## config.mk

```make
export PLATFORM = sky130hd
export DESIGN_NAME = i2c_adc_responder
export DESIGN_NICKNAME = d
export VERILOG_FILES = /design/src/rtl/i2c_adc_responder.sv
export SDC_FILE = /design/constraint.sdc
export NUM_CORES = 1
export LEC_CHECK = 0
export ABC_AREA = 1
export CORE_ASPECT_RATIO = 0.8
export CORE_UTILIZATION = 30
export DETAILED_ROUTE_END_ITERATION = 10
export SLEW_MARGIN = 20
export SYNTH_ARGS = -nofsm -noshare
export SYNTH_HDL_FRONTEND = slang
export SYNTH_SLANG_ARGS = --single-unit
```

## constraint.sdc

```tcl
create_clock -name clk -period 2.6 [get_ports clk]
set_input_delay 0.26 -clock clk [delete_from_list [all_inputs] [get_ports clk]]
set_output_delay 0.26 -clock clk [all_outputs]
set_load 0.01 [all_outputs]
```

## src/rtl/i2c_adc_responder.sv

```systemverilog
`timescale 1ns/1ps
// I2C target emulating a PCF8591-style 4-channel ADC/DAC at SLAVE_ADDR.
// Latency: 3 clk from a pin change to the state action (2 sync + 1 edge detect); sda_oe registered.
// Backpressure: none, no clock stretching; SDA is only ever pulled low (open-drain enable).
module i2c_adc_responder #(
   parameter logic [6:0] SLAVE_ADDR = 7'h48
) (
   input  logic        clk,
   input  logic        rst,
   input  logic        scl_in,
   input  logic        sda_in,
   output logic        sda_oe,
   input  logic [31:0] adc_data,
   output logic [7:0]  ctrl_reg,
   output logic        ctrl_wr_stb,
   output logic [7:0]  dac_out,
   output logic        dac_wr_stb,
   output logic        rd_stb,
   output logic        busy
);

   typedef enum logic [2:0] {
      ST_IDLE,
      ST_ADDR,
      ST_ADDR_ACK,
      ST_WR_BYTE,
      ST_WR_ACK,
      ST_RD_BYTE,
      ST_RD_ACK
   } state_t;

   // synchronizer, previous-value and edge detection
   logic scl_meta_q, scl_sync_q, scl_prev_q;
   logic sda_meta_q, sda_sync_q, sda_prev_q;
   logic scl_rise, scl_fall, start_det, stop_det;

   state_t      state_q, state_d;
   logic [3:0]  bit_cnt_q, bit_cnt_d;
   logic [7:0]  rx_q, rx_d;
   logic [7:0]  tx_q, tx_d;
   logic        ack_on_q, ack_on_d;    // ACK slots: second phase pending; RD_ACK: master ACKed
   logic        rw_q, rw_d;
   logic        first_q, first_d;      // next written byte is the control byte
   logic        sda_oe_q, sda_oe_d;
   logic        busy_q, busy_d;
   logic [7:0]  ctrl_q, ctrl_d;
   logic [7:0]  dac_q, dac_d;
   logic        ctrl_stb_q, ctrl_stb_d;
   logic        dac_stb_q, dac_stb_d;
   logic        rd_stb_q, rd_stb_d;

   logic [7:0]  rx_byte;
   logic [7:0]  ld_byte;
   logic        do_load;

   // bring both bus lines into the clk domain and keep one cycle of history
   always_ff @(posedge clk or posedge rst) begin
      if (rst) begin
         scl_meta_q <= 1'b1;
         scl_sync_q <= 1'b1;
         scl_prev_q <= 1'b1;
         sda_meta_q <= 1'b1;
         sda_sync_q <= 1'b1;
         sda_prev_q <= 1'b1;
      end else begin
         scl_meta_q <= scl_in;
         scl_sync_q <= scl_meta_q;
         scl_prev_q <= scl_sync_q;
         sda_meta_q <= sda_in;
         sda_sync_q <= sda_meta_q;
         sda_prev_q <= sda_sync_q;
      end
   end

   assign scl_rise  = scl_sync_q & ~scl_prev_q;
   assign scl_fall  = ~scl_sync_q & scl_prev_q;
   assign start_det = scl_sync_q & scl_prev_q & sda_prev_q & ~sda_sync_q;
   assign stop_det  = scl_sync_q & scl_prev_q & ~sda_prev_q & sda_sync_q;

   // byte being completed by the current rising edge, and the channel sample to transmit
   assign rx_byte = {rx_q[6:0], sda_sync_q};
   assign ld_byte = adc_data[{ctrl_q[1:0], 3'b000} +: 8];

   // state register and all datapath registers
   always_ff @(posedge clk or posedge rst) begin
      if (rst) begin
         state_q    <= ST_IDLE;
         bit_cnt_q  <= 4'd0;
         rx_q       <= 8'h00;
         tx_q       <= 8'h00;
         ack_on_q   <= 1'b0;
         rw_q       <= 1'b0;
         first_q    <= 1'b0;
         sda_oe_q   <= 1'b0;
         busy_q     <= 1'b0;
         ctrl_q     <= 8'h00;
         dac_q      <= 8'h00;
         ctrl_stb_q <= 1'b0;
         dac_stb_q  <= 1'b0;
         rd_stb_q   <= 1'b0;
      end else begin
         state_q    <= state_d;
         bit_cnt_q  <= bit_cnt_d;
         rx_q       <= rx_d;
         tx_q       <= tx_d;
         ack_on_q   <= ack_on_d;
         rw_q       <= rw_d;
         first_q    <= first_d;
         sda_oe_q   <= sda_oe_d;
         busy_q     <= busy_d;
         ctrl_q     <= ctrl_d;
         dac_q      <= dac_d;
         ctrl_stb_q <= ctrl_stb_d;
         dac_stb_q  <= dac_stb_d;
         rd_stb_q   <= rd_stb_d;
      end
   end

   // next-state and output decode; START/STOP override every state
   always_comb begin
      state_d    = state_q;
      bit_cnt_d  = bit_cnt_q;
      rx_d       = rx_q;
      tx_d       = tx_q;
      ack_on_d   = ack_on_q;
      rw_d       = rw_q;
      first_d    = first_q;
      sda_oe_d   = sda_oe_q;
      busy_d     = busy_q;
      ctrl_d     = ctrl_q;
      dac_d      = dac_q;
      ctrl_stb_d = 1'b0;
      dac_stb_d  = 1'b0;
      rd_stb_d   = 1'b0;
      do_load    = 1'b0;

      if (stop_det) begin
         state_d  = ST_IDLE;
         sda_oe_d = 1'b0;
         busy_d   = 1'b0;
         ack_on_d = 1'b0;
      end else if (start_det) begin
         state_d   = ST_ADDR;
         bit_cnt_d = 4'd0;
         sda_oe_d  = 1'b0;
         ack_on_d  = 1'b0;
      end else begin
         case (state_q)
            ST_IDLE: begin
               sda_oe_d = 1'b0;
            end
            ST_ADDR: begin
               if (scl_rise) begin
                  rx_d = rx_byte;
                  if (bit_cnt_q == 4'd7) begin
                     bit_cnt_d = 4'd0;
                     if (rx_byte[7:1] == SLAVE_ADDR) begin
                        state_d  = ST_ADDR_ACK;
                        rw_d     = rx_byte[0];
                        first_d  = 1'b1;
                        busy_d   = 1'b1;
                        ack_on_d = 1'b0;
                     end else begin
                        state_d = ST_IDLE;
                        busy_d  = 1'b0;
                     end
                  end else begin
                     bit_cnt_d = bit_cnt_q + 4'd1;
                  end
               end
            end
            ST_ADDR_ACK, ST_WR_ACK: begin
               // first fall pulls SDA for the ACK bit, second fall ends the slot
               if (scl_fall) begin
                  if (!ack_on_q) begin
                     sda_oe_d = 1'b1;
                     ack_on_d = 1'b1;
                  end else begin
                     ack_on_d = 1'b0;
                     if (state_q == ST_WR_ACK || !rw_q) begin
                        sda_oe_d  = 1'b0;
                        bit_cnt_d = 4'd0;
                        state_d   = ST_WR_BYTE;
                     end else begin
                        do_load = 1'b1;
                     end
                  end
               end
            end
            ST_WR_BYTE: begin
               if (scl_rise) begin
                  rx_d = rx_byte;
                  if (bit_cnt_q == 4'd7) begin
                     bit_cnt_d = 4'd0;
                     ack_on_d  = 1'b0;
                     state_d   = ST_WR_ACK;
                     if (first_q) begin
                        ctrl_d     = rx_byte;
                        ctrl_stb_d = 1'b1;
                        first_d    = 1'b0;
                     end else begin
                        dac_d     = rx_byte;
                        dac_stb_d = 1'b1;
                     end
                  end else begin
                     bit_cnt_d = bit_cnt_q + 4'd1;
                  end
               end
            end
            ST_RD_BYTE: begin
               // bit_cnt counts bits already placed on the bus
               if (scl_fall) begin
                  if (bit_cnt_q == 4'd8) begin
                     sda_oe_d = 1'b0;
                     ack_on_d = 1'b0;
                     state_d  = ST_RD_ACK;
                  end else begin
                     sda_oe_d  = ~tx_q[6];
                     tx_d      = {tx_q[6:0], 1'b0};
                     bit_cnt_d = bit_cnt_q + 4'd1;
                  end
               end
            end
            ST_RD_ACK: begin
               if (scl_rise) begin
                  if (sda_sync_q) begin
                     state_d = ST_IDLE;
                     busy_d  = 1'b0;
                  end else begin
                     ack_on_d = 1'b1;
                  end
               end else if (scl_fall && ack_on_q) begin
                  ack_on_d = 1'b0;
                  do_load  = 1'b1;
               end
            end
            default: begin
               state_d  = ST_IDLE;
               sda_oe_d = 1'b0;
               busy_d   = 1'b0;
            end
         endcase
      end

      // load the next read byte, drive its MSB and optionally advance the channel
      if (do_load) begin
         tx_d      = ld_byte;
         sda_oe_d  = ~ld_byte[7];
         bit_cnt_d = 4'd1;
         rd_stb_d  = 1'b1;
         state_d   = ST_RD_BYTE;
         if (ctrl_q[2]) begin
            ctrl_d[1:0] = ctrl_q[1:0] + 2'd1;
         end
      end
   end

   assign sda_oe      = sda_oe_q;
   assign busy        = busy_q;
   assign ctrl_reg    = ctrl_q;
   assign dac_out     = dac_q;
   assign ctrl_wr_stb = ctrl_stb_q;
   assign dac_wr_stb  = dac_stb_q;
   assign rd_stb      = rd_stb_q;

endmodule

```

==> summary.md <==
| Metric | Value |
|---|---|
| Outcome | finished with violations |
| Failing checks | design-rule violations |
| Total core area | 0.00923 mm2 |
| HP Class | input port to async pin |
| Syn_area_per_cell | 7.39 um2 |
| Clock Latency Late Sink | 0.29 ns |
| Total power | 1.83 mW |
| # setup viols final | 0 |
| Global Route met1 Usage | 23.9% |
| Antenna Nets Post-Route | 0 |
| Layout Nets | 486 |
| Synthesis warning total | 0 |
| IO buf count | 56 |
| Final setup TNS | 0 ns |
| Clock sinks | 51 |
| Area contributors post-synth | dfrtp_1 (39%), nand2_1 (14%), inv_1 (5.7%) |
| Switching power share of the total | 23.9% |
| Worst path required time | 2.34 ns |
| Top delay family on crit path | flip-flops |
| Initial antenna violation count | 0 |
| CP bufs+invs | 1 |
| Switch Pwr | 437 uW |
| Area of the multi-input gates | 0.00137 mm2 |
| # resized after CTS | 0 |
| Startpoint Class | flip-flop |
| Crit share post-route | 74.5% |
| Fraction of layout cells with a size suffix above 1 | 10.7% |
| CP Cell Sequence | clkdlybuf4s50_1 |
| Pleak | 1.77 nW |
| Std cell rows | 31 |
| Clock buffer depth | 2 |
| Iter 0 DRT Violations | 328 |
| Final hold vios | 0 |
| Tot GR Track Use | 15.8% |
| Seq/Total Area, Yosys | 44.3% |
| Worst EP arrival | 1.68 ns |
| H-tree depth | 2 |
| Post-DP HPWL | 5700 um |
| Worst path max stage delay | 0.73 ns |
| CP max stage cell | dfrtp_1 |
| P&R area growth vs syn | 29.5% |
| Die ar. | 0.0101 mm2 |
| Met2 GRT Util | 22.8% |
| Maximum capacitance violations | 0 |
| Crit Path Category | flip-flop to primary output |
| Setup ws final | 0.663 ns |
| Pwr/cell area | 487 mW/mm2 |
| Mapped Area | 0.00290 mm2 |
| CTS Buf Count | 5 |
| Post-CTS Hold Fix Bufs | 0 |
| Slew HR | 59.3% |
| Busiest grt layer | met1 |
| Clock Power Share | 42.4% |
| Peak VDD IR | 0.000261 V |
| Internal power | 1.39 mW |
| Largest net degree at the start of global routing | 29 |
| Final min period | 1.94 ns |
| Peak Freq | 516 MHz |
| CP endpoint kind | primary output |
| GRT met3 Usage | 3.17% |
| Synth area leader | dfrtp_1 |
| GP Congestion | 0.906 |
| Vias in the first global route | 2554 |
| Synth unique cells | 33 |
| Synth Flop Type | dfrtp_1 |
| Setup Buffers After CTS | 0 |
| FFs w/ async S/R, synth | 100% |
| Gate power share | 11.6% |
| Diode count | 0 |
| DR DRC count | 11 |
| Critical path peak fanout | 21 |
| Via-to-Cell Ratio | 4.92 |
| TritonRoute pass-1 iters | 8 |
| Die Y | 89.9 um |
| # fillers | 962 |
| Count leader, synth | nand2_1 |
| Post-synthesis cell count | 392 |
| Sequential cell area | 0.00128 mm2 |
| Util after Layout | 40.6% |
| Die span in x | 112 um |
| Initial core utilization | 31.4% |
| Wire per inst | 13.4 um |
| Placed Area | 0.00357 mm2 |
| CTS tree | built |
| Final wirelength | 7570 um |
| Reg power frac | 46.0% |
| RSZ-0062 raised after global routing | false |
| Post-synth EDFFs | 0 |
| Synth top area share | 38.9% |
| Num ports | 57 |
| Finished Cell Area | 0.00375 mm2 |
| Root buffer cell | clkbuf_16 |
| Slew @ Worst Pin | 0.611 ns |
| Syn_nets | 430 |
| Via count | 2774 |
| Clock-pin slew on the worst setup and hold paths | 0.07 ns |
| Fin. max-slew vios | 0 |
| First-pass GRT wire length | 12900 um |
| Flops & latches, synth | 51 |
| GRT overflow | 0 |
| Dpl ws | 0.738 ns |
| Clk_skew | 0.00816 ns |
| Synth top cells by count | nand2_1 (111), dfrtp_1 (45), inv_1 (44), nor2_1 (44), o21ai_0 (32) |
metrics by stage:
step | hold WS (ns) | cells
final | 0.352 | 564
after global routing | 0.359 | 564
after CTS | 0.358 | 564
after detailed placement | 0.348 | 556
after global placement | 0.346 | 556
after floorplan | 0.264 | 392
placed cells by master (no fill, tap or decap):
cell type	Yosys	final
buf_4	1	1
dfrtp_1	45	45
o21ai_0	32	32
ha_1	2	2
inv_1	44	43
a31oi_1	1	1
o31ai_1	1	1
clkbuf_16	0	5
o221ai_1	3	3
nand2_4	1	1
nand3_1	25	25
nor2_1	44	44
nor2_2	5	5
nand3b_1	1	1
a21oi_2	1	1
bufinv_16	0	1
clkdlybuf4s50_1	0	56
nor2_4	3	3
o22ai_1	5	5
o21ai_1	10	10
xor2_1	1	1
dfstp_2	6	6
inv_2	4	5
nand3_2	2	2
nand3_4	1	1
buf_12	0	1
nand4_1	8	8
clkinv_2	1	1
o21ai_2	8	8
nand2_1	111	111
a21oi_1	9	9
inv_6	0	1
o211ai_1	2	2
nand2_2	5	5
clkbuf_8	0	1
nor3_1	2	2
path summary, 6_finish.rpt:
kind	start	endpoint	slack, ns	cells past startpoint
worst max-delay path	ctrl_reg[0]	ctrl_reg[0]	0.66	1
worst min-delay path	rst	first_q	0.35	2
worst max register to register	ctrl_reg[0]	tx_q[3]	0.73	5
worst min register to register	sda_meta_q	sda_sync_q	0.36	0
max in group asynchronous	rst	state_q[1]	1.71	3
min in group clk	sda_meta_q	sda_sync_q	0.36	0
routing by layer:
metal | vias up | share of wire (%)
li1 | 1385 | -
met5 | - | 0
met1 | 1260 | 51
met2 | 120 | 40
met3 | 9 | 7.9
met4 | 0 | 0.98
cell families (layout without fill, tap and decap cells):
logic type,count (synthesis),count (layout),share of synthesized area (%)
XOR/XNOR,1,1,0.302
flip-flops,51,51,44.3
AO/OA/AOI/OAI,72,72,14.5
adder cells (fa/ha/maj),2,2,0.864
buffers and inverters,58,115,8.25
AND/OR/NAND/NOR,208,208,31.7
final cells by class:
cell class / count / area share (%)
multi-input cells: 283 / 36.6
flip-flops and latches: 51 / 34.2
clock inverters: 2 / 1.03
well taps: 115 / 3.83
inverters: 49 / 4.93
repair buffers: 58 / 15.7
clock buffers: 6 / 3.70
power groups by stage:
| stage | registers, mW | clock network (mW) | logic, mW |
|---|---|---|---|
| 6_report | 0.840 | 0.776 | 0.212 |
| 5_1_grt | 0.843 | 0.831 | 0.240 |
| 4_1_cts | 0.840 | 0.799 | 0.214 |
| 3_5_place_dp | 0.855 | 0 | 0.211 |
| 3_3_place_gp | 0.853 | 0 | 0.211 |
| 2_1_floorplan | 0.845 | 0 | 0.125 |
Note: power is estimated with default switching activity, not from simulation.
